<file path="src/rtl/turbo_out_sched.sv">
// Output scheduler for a two-bank turbo encoder: drains each finished bank as
// its encoded beats followed by its trellis tail, serving banks strictly 0,1,0,1.
module turbo_out_sched #(
   parameter int unsigned SHORT_LEN = 1056,
   parameter int unsigned LONG_LEN  = 6144,
   parameter int unsigned TAIL_LEN  = 4
) (
   input  logic       clk,
   input  logic       rst_n,
   input  logic [1:0] bank_done,
   input  logic [1:0] bank_long,
   input  logic       out_ready,
   output logic [1:0] rd_enc,
   output logic [1:0] rd_trl,
   output logic       sel_bank,
   output logic       sel_trl,
   output logic       out_valid,
   output logic       sop,
   output logic       eop,
   output logic [1:0] bank_free,
   output logic       ovf_err
);

   localparam int unsigned CNT_W = 13;
   localparam logic [CNT_W-1:0] SHORT_LAST = CNT_W'(SHORT_LEN - 1);
   localparam logic [CNT_W-1:0] LONG_LAST  = CNT_W'(LONG_LEN - 1);
   localparam logic [CNT_W-1:0] TAIL_LAST  = CNT_W'(TAIL_LEN - 1);

   typedef enum logic [1:0] {
      IDLE = 2'd0,
      ENC  = 2'd1,
      TRL  = 2'd2
   } state_t;

   state_t           state_q, state_d;
   logic [CNT_W-1:0] cnt_q, cnt_d;
   logic             cur_bank_q, cur_bank_d;
   logic             cur_long_q, cur_long_d;
   logic             next_bank_q, next_bank_d;
   logic [1:0]       pending_q, pending_d;
   logic [1:0]       long_q, long_d;
   logic             ovf_q, ovf_d;

   logic             active;
   logic             accept;
   logic             enc_last;
   logic             trl_last;
   logic             launch;
   logic             launch_bank;
   logic [1:0]       cur_oh;

   // Length of the block in flight is frozen at launch so a colliding
   // bank_done on the same bank cannot change it mid-drain.
   assign active   = (state_q != IDLE);
   assign accept   = active && out_ready;
   assign enc_last = (cnt_q == (cur_long_q ? LONG_LAST : SHORT_LAST));
   assign trl_last = (cnt_q == TAIL_LAST);
   assign cur_oh   = cur_bank_q ? 2'b10 : 2'b01;

   // Next-state, bank bookkeeping and output decode
   always_comb begin
      state_d     = state_q;
      cnt_d       = cnt_q;
      cur_bank_d  = cur_bank_q;
      cur_long_d  = cur_long_q;
      next_bank_d = next_bank_q;
      pending_d   = pending_q;
      long_d      = long_q;
      ovf_d       = ovf_q;
      launch      = 1'b0;
      launch_bank = next_bank_q;

      rd_enc      = 2'b00;
      rd_trl      = 2'b00;
      bank_free   = 2'b00;
      sel_bank    = 1'b0;
      sel_trl     = 1'b0;
      out_valid   = 1'b0;
      sop         = 1'b0;
      eop         = 1'b0;
      ovf_err     = 1'b0;

      case (state_q)
         IDLE: begin
            if (pending_q[next_bank_q]) begin
               launch      = 1'b1;
               launch_bank = next_bank_q;
            end
         end
         ENC: begin
            if (accept) begin
               if (enc_last) begin
                  state_d = TRL;
                  cnt_d   = '0;
               end else begin
                  cnt_d = cnt_q + CNT_W'(1);
               end
            end
         end
         TRL: begin
            if (accept) begin
               if (trl_last) begin
                  // Hand over to the other bank with no bubble if it is ready
                  next_bank_d = ~next_bank_q;
                  if (pending_q[~cur_bank_q]) begin
                     launch      = 1'b1;
                     launch_bank = ~cur_bank_q;
                  end else begin
                     state_d = IDLE;
                     cnt_d   = '0;
                  end
               end else begin
                  cnt_d = cnt_q + CNT_W'(1);
               end
            end
         end
         default: begin
            state_d = IDLE;
            cnt_d   = '0;
         end
      endcase

      if (launch) begin
         state_d                = ENC;
         cnt_d                  = '0;
         cur_bank_d             = launch_bank;
         cur_long_d             = long_q[launch_bank];
         pending_d[launch_bank] = 1'b0;
      end

      // A new completion always registers; colliding with queued or active work flags overflow
      for (int b = 0; b < 2; b++) begin
         if (bank_done[b]) begin
            if (pending_q[b] || (active && (cur_bank_q == 1'(b)))) begin
               ovf_d = 1'b1;
            end
            pending_d[b] = 1'b1;
            long_d[b]    = bank_long[b];
         end
      end

      if (rst_n) begin
         sel_bank = cur_bank_q;
         ovf_err  = ovf_q;
         if (active) begin
            out_valid = 1'b1;
            sel_trl   = (state_q == TRL);
            sop       = (state_q == ENC) && (cnt_q == '0);
            eop       = (state_q == TRL) && trl_last;
            if (out_ready) begin
               if (state_q == ENC) begin
                  rd_enc = cur_oh;
               end else begin
                  rd_trl = cur_oh;
                  if (trl_last) begin
                     bank_free = cur_oh;
                  end
               end
            end
         end
      end
   end

   // State register
   always_ff @(posedge clk) begin
      if (!rst_n) begin
         state_q     <= IDLE;
         cnt_q       <= '0;
         cur_bank_q  <= 1'b0;
         cur_long_q  <= 1'b0;
         next_bank_q <= 1'b0;
         pending_q   <= 2'b00;
         long_q      <= 2'b00;
         ovf_q       <= 1'b0;
      end else begin
         state_q     <= state_d;
         cnt_q       <= cnt_d;
         cur_bank_q  <= cur_bank_d;
         cur_long_q  <= cur_long_d;
         next_bank_q <= next_bank_d;
         pending_q   <= pending_d;
         long_q      <= long_d;
         ovf_q       <= ovf_d;
      end
   end

endmodule

</file>
<file path="config.mk">
export PLATFORM = sky130hd
export DESIGN_NAME = turbo_out_sched
export DESIGN_NICKNAME = d
export VERILOG_FILES = /design/src/rtl/turbo_out_sched.sv
export SDC_FILE = /design/constraint.sdc
export NUM_CORES = 1
export LEC_CHECK = 0
export BUFFER_PORTS_ARGS = -buffer_cell sky130_fd_sc_hd__buf_2
export CAP_MARGIN = 10
export CORE_ASPECT_RATIO = 0.75
export CORE_UTILIZATION = 50
export DETAILED_ROUTE_END_ITERATION = 6
export GPL_ROUTABILITY_DRIVEN = 0
export PLACE_DENSITY_LB_ADDON = 0.3
export SLEW_MARGIN = 20
export SYNTH_ARGS = -nofsm -noshare
export SYNTH_HDL_FRONTEND = slang
export SYNTH_SLANG_ARGS = --single-unit
</file>
<file path="constraint.sdc">
create_clock -name clk -period 2.2 [get_ports clk]
set_clock_uncertainty 0.15 [all_clocks]
set_input_delay 0.44 -clock clk [delete_from_list [all_inputs] [get_ports clk]]
set_output_delay 0.44 -clock clk [all_outputs]
set_load 0.03 [all_outputs]
</file>
---- After elaboration in Yosys (flattened, before gate mapping) ----
Cells that the tools add are included.
word-level totals
  register bits after elaboration ......... 23
  ROM bits ................................ 0
  bits in writable memories ............... 0
  logic and storage cells ................. 118
  memories ................................ 0
  output and inout port bits .............. 12
  input bits .............................. 7
  latch bits .............................. 0
cells by class
  muxes and demuxes ....................... 62
  add/subtract/negate cells ............... 1
  shift-type cells ........................ 0
  $mul .................................... 0
  divide/modulo/power cells ............... 0
  magnitude comparators ................... 4
  bitwise logic cells ..................... 6
  reduce and logical (&&, ||, !) cells .... 18
  eq/ne operators ......................... 16
operators by type and width
  kind                   number
  $mux 13                6
  $mux 2                 20
  $pmux 13 s3            1
  $mux 1                 32
  $ne 3x3->1 const B     6
  $add 13x1->13 const B  1
  $eq 13x13->1           1
  $eq 13x2->1 const B    1
  $logic_not 13->1       1
  $ne 2x2->1 const B     6
  $reduce_and 6->1       2
  $logic_and 1x1->1      6
  $lt 1x2->1 const B     3
  $pmux 2 s3             1
  $reduce_bool 2->1      3
  $not 1->1              4
  $reduce_and 4->1       1
  $reduce_and 3->1       1
  $and 2x2->2            1
  $eq 2x1->1 const B     1
  $eq 2x2->1 const B     1
  $logic_not 2->1        1
  $logic_or 1x1->1       2
  $not 2->2              1
  4 further kinds        4

---- Depth between registers and ports, before layout ----
  depth after elaboration ................. 15
  depth in mapped cells ................... 8
  gate-level depth less buffers ........... 7

---- Worst setup path after synthesis ----
Ideal clock, no wire load.
  path type ............................... register to output
  start ................................... register cnt_q[5]
  end ..................................... output port bank_free[0]
  arrival ................................. 2242 ps
  cell stages (with the launch flop) ...... 4
  path buffers ............................ 0
  slack ................................... -632 ps
  data required time ...................... 1610 ps
  cell sequence ........................... dfxtp_1 -> or3_4 -> or4b_4 -> nor4_1
between the ends
  longest elaborated chain between the ends .. 6
ends and longest elaborated chain
  what                    line  source
  from (decl)             36    logic [CNT_W-1:0] cnt_q, cnt_d;
  from (signal assigned)  177   cnt_q <= cnt_d;
  $eq 13x2->1             57    assign trl_last = (cnt_q == TAIL_LAST);
  $mux 2                  155   if (trl_last) begin
  $mux 2                  151   if (state_q == ENC) begin
  $mux 2                  150   if (out_ready) begin
  $mux 2                  145   if (active) begin
  $mux 2                  142   if (rst_n) begin
  to (decl)               20    output logic [1:0] bank_free,
No other way between the ends.

---- Final worst setup path ----
  start ................................... register cnt_q[5]
  end ..................................... output port bank_free[1]
The elaborated chain is that of the path after synthesis.

==> run summary <==
Count of endpoints failing setup in the final report = 19
Seq pwr share = 50.2%
CTS clk-pin slew, worst paths = 0.09 ns
Count of buffers from port buffering = 18
Number of standard-cell rows in the floorplan = 16
Internal power summed over all cells = 610 uW
Avg WL per Cell = 18.1 um
First-pass detailed-route iteration total = 4
FF+latch count, synth = 23
Via count of the first global-routing pass = 1,378
DP Wirelength = 2910 um
Category of the worst setup path capture point = primary output
Synthesized Nets = 178
Kind of launch point of the worst setup path = flip-flop
Post-synth EDFFs = 0
Least-Margin Pin Slew = 0.471 ns
Post-detailed-route via-to-cell ratio = 6.13
Vias after detailed routing = 1,556
Remaining global-route overflow = 0
Final nets = 232
Global router's overall resource usage = 29.0%
DRC violations left = 0
Cell at the root of the clock tree = clkbuf_8
Netlist cell types = 42
H-tree lvl count = 1
Power density of the placed cells = 415 nW/um^2
Antenna cells = 0
Netlist area before placement = 1390 um^2
Routed Wire Length = 4600 um
CP max FO = 3
Cell count after placement = 246
Pin count of the biggest net entering global routing = 15
Ports placed on the boundary = 19
Die area = 2990 um^2
Start-to-end type of the worst setup path = reg2out
Number of clock buffers inserted by TritonCTS = 3
Most frequent standard cell in the layout excluding fill and tap cells = buf_4
DIE HEIGHT = 47.6 um
Remaining antenna violation count = 0
Sequential cell area fraction in the yosys report = 33.2%
Minimum clock period = 2.54 ns
Mapped Avg Cell Area = 8.42 um^2
Synth Instances = 165
Clock latency of the later-clocked register in the worst-skew pair = 0.27 ns
Peak ir drop on the vdd network = 396 uV
Initial standard-cell utilization of the core = 53.0%
Type of the tightest min-delay check = in2reg
# clock sinks = 23
Fraction of layout cells with a size suffix above 1 = 47.7%
Number of cells on the worst hold path = 3
Commonest non-fill, non-tap cells in the layout = buf_4 (39), dfxtp_1 (15), nand3_1 (11)
DRC violation total after the first TritonRoute iteration = 107
Cell depth of the worst flop-to-flop path = 7
Filler Cell Count = 165
Required time of the critical path = 1.61 ns
Highest clock frequency the design can meet = 394 MHz
Die extent in x = 62.9 um
Headroom to the max-slew limit = 68.6%
Number of maximum-capacitance violations = 0
Initial antenna violation count = 0
Synthesis Warnings = 0
Fraction of registers with async set/reset = 0%
Flip-flop cell with the highest count after synthesis = dfxtp_1
Data arrival time of the critical path = 1.95 ns
Wire length of the first global-routing pass = 6520 um
Switching fraction of total power = 29.1%
Static power due to leakage = 0.000799 uW
Non-filler instance count after layout = 254
Count of final max-slew check failures = 0
CTS tree = yes
Failing checks = setup timing
Clock network power share = 33.0%
Share of the cycle needed by the critical path after routing = 115%
Final critical-path setup slack = -0.336 ns
Setup TNS = -3.14 ns
Combinational group share of total power = 16.8%
Number of failing hold endpoints at the final stage = 0
Setup repair after global routing missed its margin = true
Net Sw Power = 251 uW
Maximum number of buffers from clock root to sink = 2
Area growth from synthesis to final layout = 49.4%
CORE AREA = 2620 um^2
Status = finished, violations left
kinds of logic after synthesis:
| kind of cell | share of synthesized area [%] |
|---|---|
| muxes | 6.04 |
| adders and majority gates | 5.41 |
| buffers and inverters | 4.14 |
| DFF | 33.2 |
| AOI/OAI and AO/OA | 14.6 |
| xor gates and xnor gates | 6.94 |
| and+or+nand+nor | 29.7 |
power by group through the flow:
stage	Combinational, uW	Sequential [uW]	Clock [uW]
global route	153	434	307
CTS	128	430	283
finish	145	432	284
detailed placement	111	440	0
floorplan	72.7	439	0
global placement	107	440	0
final timing paths:
check	start	end	slack (ns)
max	cnt_q[5]$_SDFFE_PP0P_	bank_free[1]	-0.34
min	bank_long[0]	long_q[0]$_SDFFE_PN0P_	0.26
max reg2reg	cnt_q[5]$_SDFFE_PP0P_	cnt_q[12]$_SDFFE_PP0P_	-0.17
min reg2reg	state_q[0]$_SDFFE_PN0P_	state_q[0]$_SDFFE_PN0P_	0.37
sequential cells by signal, indices dropped and copies added, names as in the netlist:
signal / count
cur_bank_q: 1
cnt_q: 13
next_bank_q: 1
ovf_q: 1
state_q: 2
pending_q: 2
cur_long_q: 1
long_q: 2
critical path, cell delays in order (launching register included):
cell	delay, ns
dfxtp_2	0.33
or3_4	0.38
or4b_4	0.60
nor4_4	0.17
buf_4	0.20
layout make-up:
cell class / instances / area [um^2] / area share, %
Clock buffer: 3 / 41.3 / 1.99
Clock inverter: 1 / 7.51 / 0.362
Inverter: 10 / 37.5 / 1.81
Multi-Input combinational cell: 127 / 1060 / 51.3
Sequential cell: 23 / 470 / 22.7
Tap cell: 36 / 45.0 / 2.17
Timing Repair Buffer: 54 / 408 / 19.7
synth_stat cells (3+ instances only):
cell / instances / share of area, %
nand3_1: 12 / 4.3
ha_1: 6 / 5.4
mux2_2: 3 / 2.4
or3_1: 3 / 1.4
nor3_1: 16 / 5.8
xnor2_1: 5 / 3.2
inv_1: 10 / 2.7
xor2_1: 6 / 3.8
o211ai_1: 3 / 1.6
a21oi_1: 9 / 3.2
nand2_1: 8 / 2.2
clkbuf_1: 4 / 1.1
nand4_1: 3 / 1.4
dfxtp_1: 23 / 33
nor4_1: 4 / 1.8
and3_1: 3 / 1.4
nor2_1: 10 / 2.7
nor3b_1: 3 / 1.6
mux2i_1: 5 / 3.6
routing by layer:
layer | global-route usage, % | part of all wire [%] | vias to the layer above
met5 | 0 | 0 | -
met4 | 7.44 | 1.3 | 0
met3 | 6.43 | 8.7 | 14
met2 | 53.5 | 50 | 91
met1 | 35.6 | 40 | 748
li1 | - | - | 703
what timing repair did:
item / CTS / global route
hold buffers: 0 / 0
endpoints found under the setup margin: 24 / 27
cloned: 0 / 0
gates resized for setup: 20 / 31
buffers inserted: 4 / 0
pin swaps: 8 / 6
through the flow:
stage	hold slack (ns)	instance area [um^2]	setup slack [ns]	util [%]	power, uW
6_report	0.260	2070	-0.336	79.1	861
3_5_place_dp	0.364	1780	-0.183	68.0	552
3_3_place_gp	0.351	1780	-0.0686	68.0	547
4_1_cts	0.263	1950	-0.343	74.4	841
2_1_floorplan	0.312	1430	-0.0966	-	512
5_1_grt	0.281	2070	-0.400	79.1	894
Note: power is estimated with default switching activity, not from simulation.
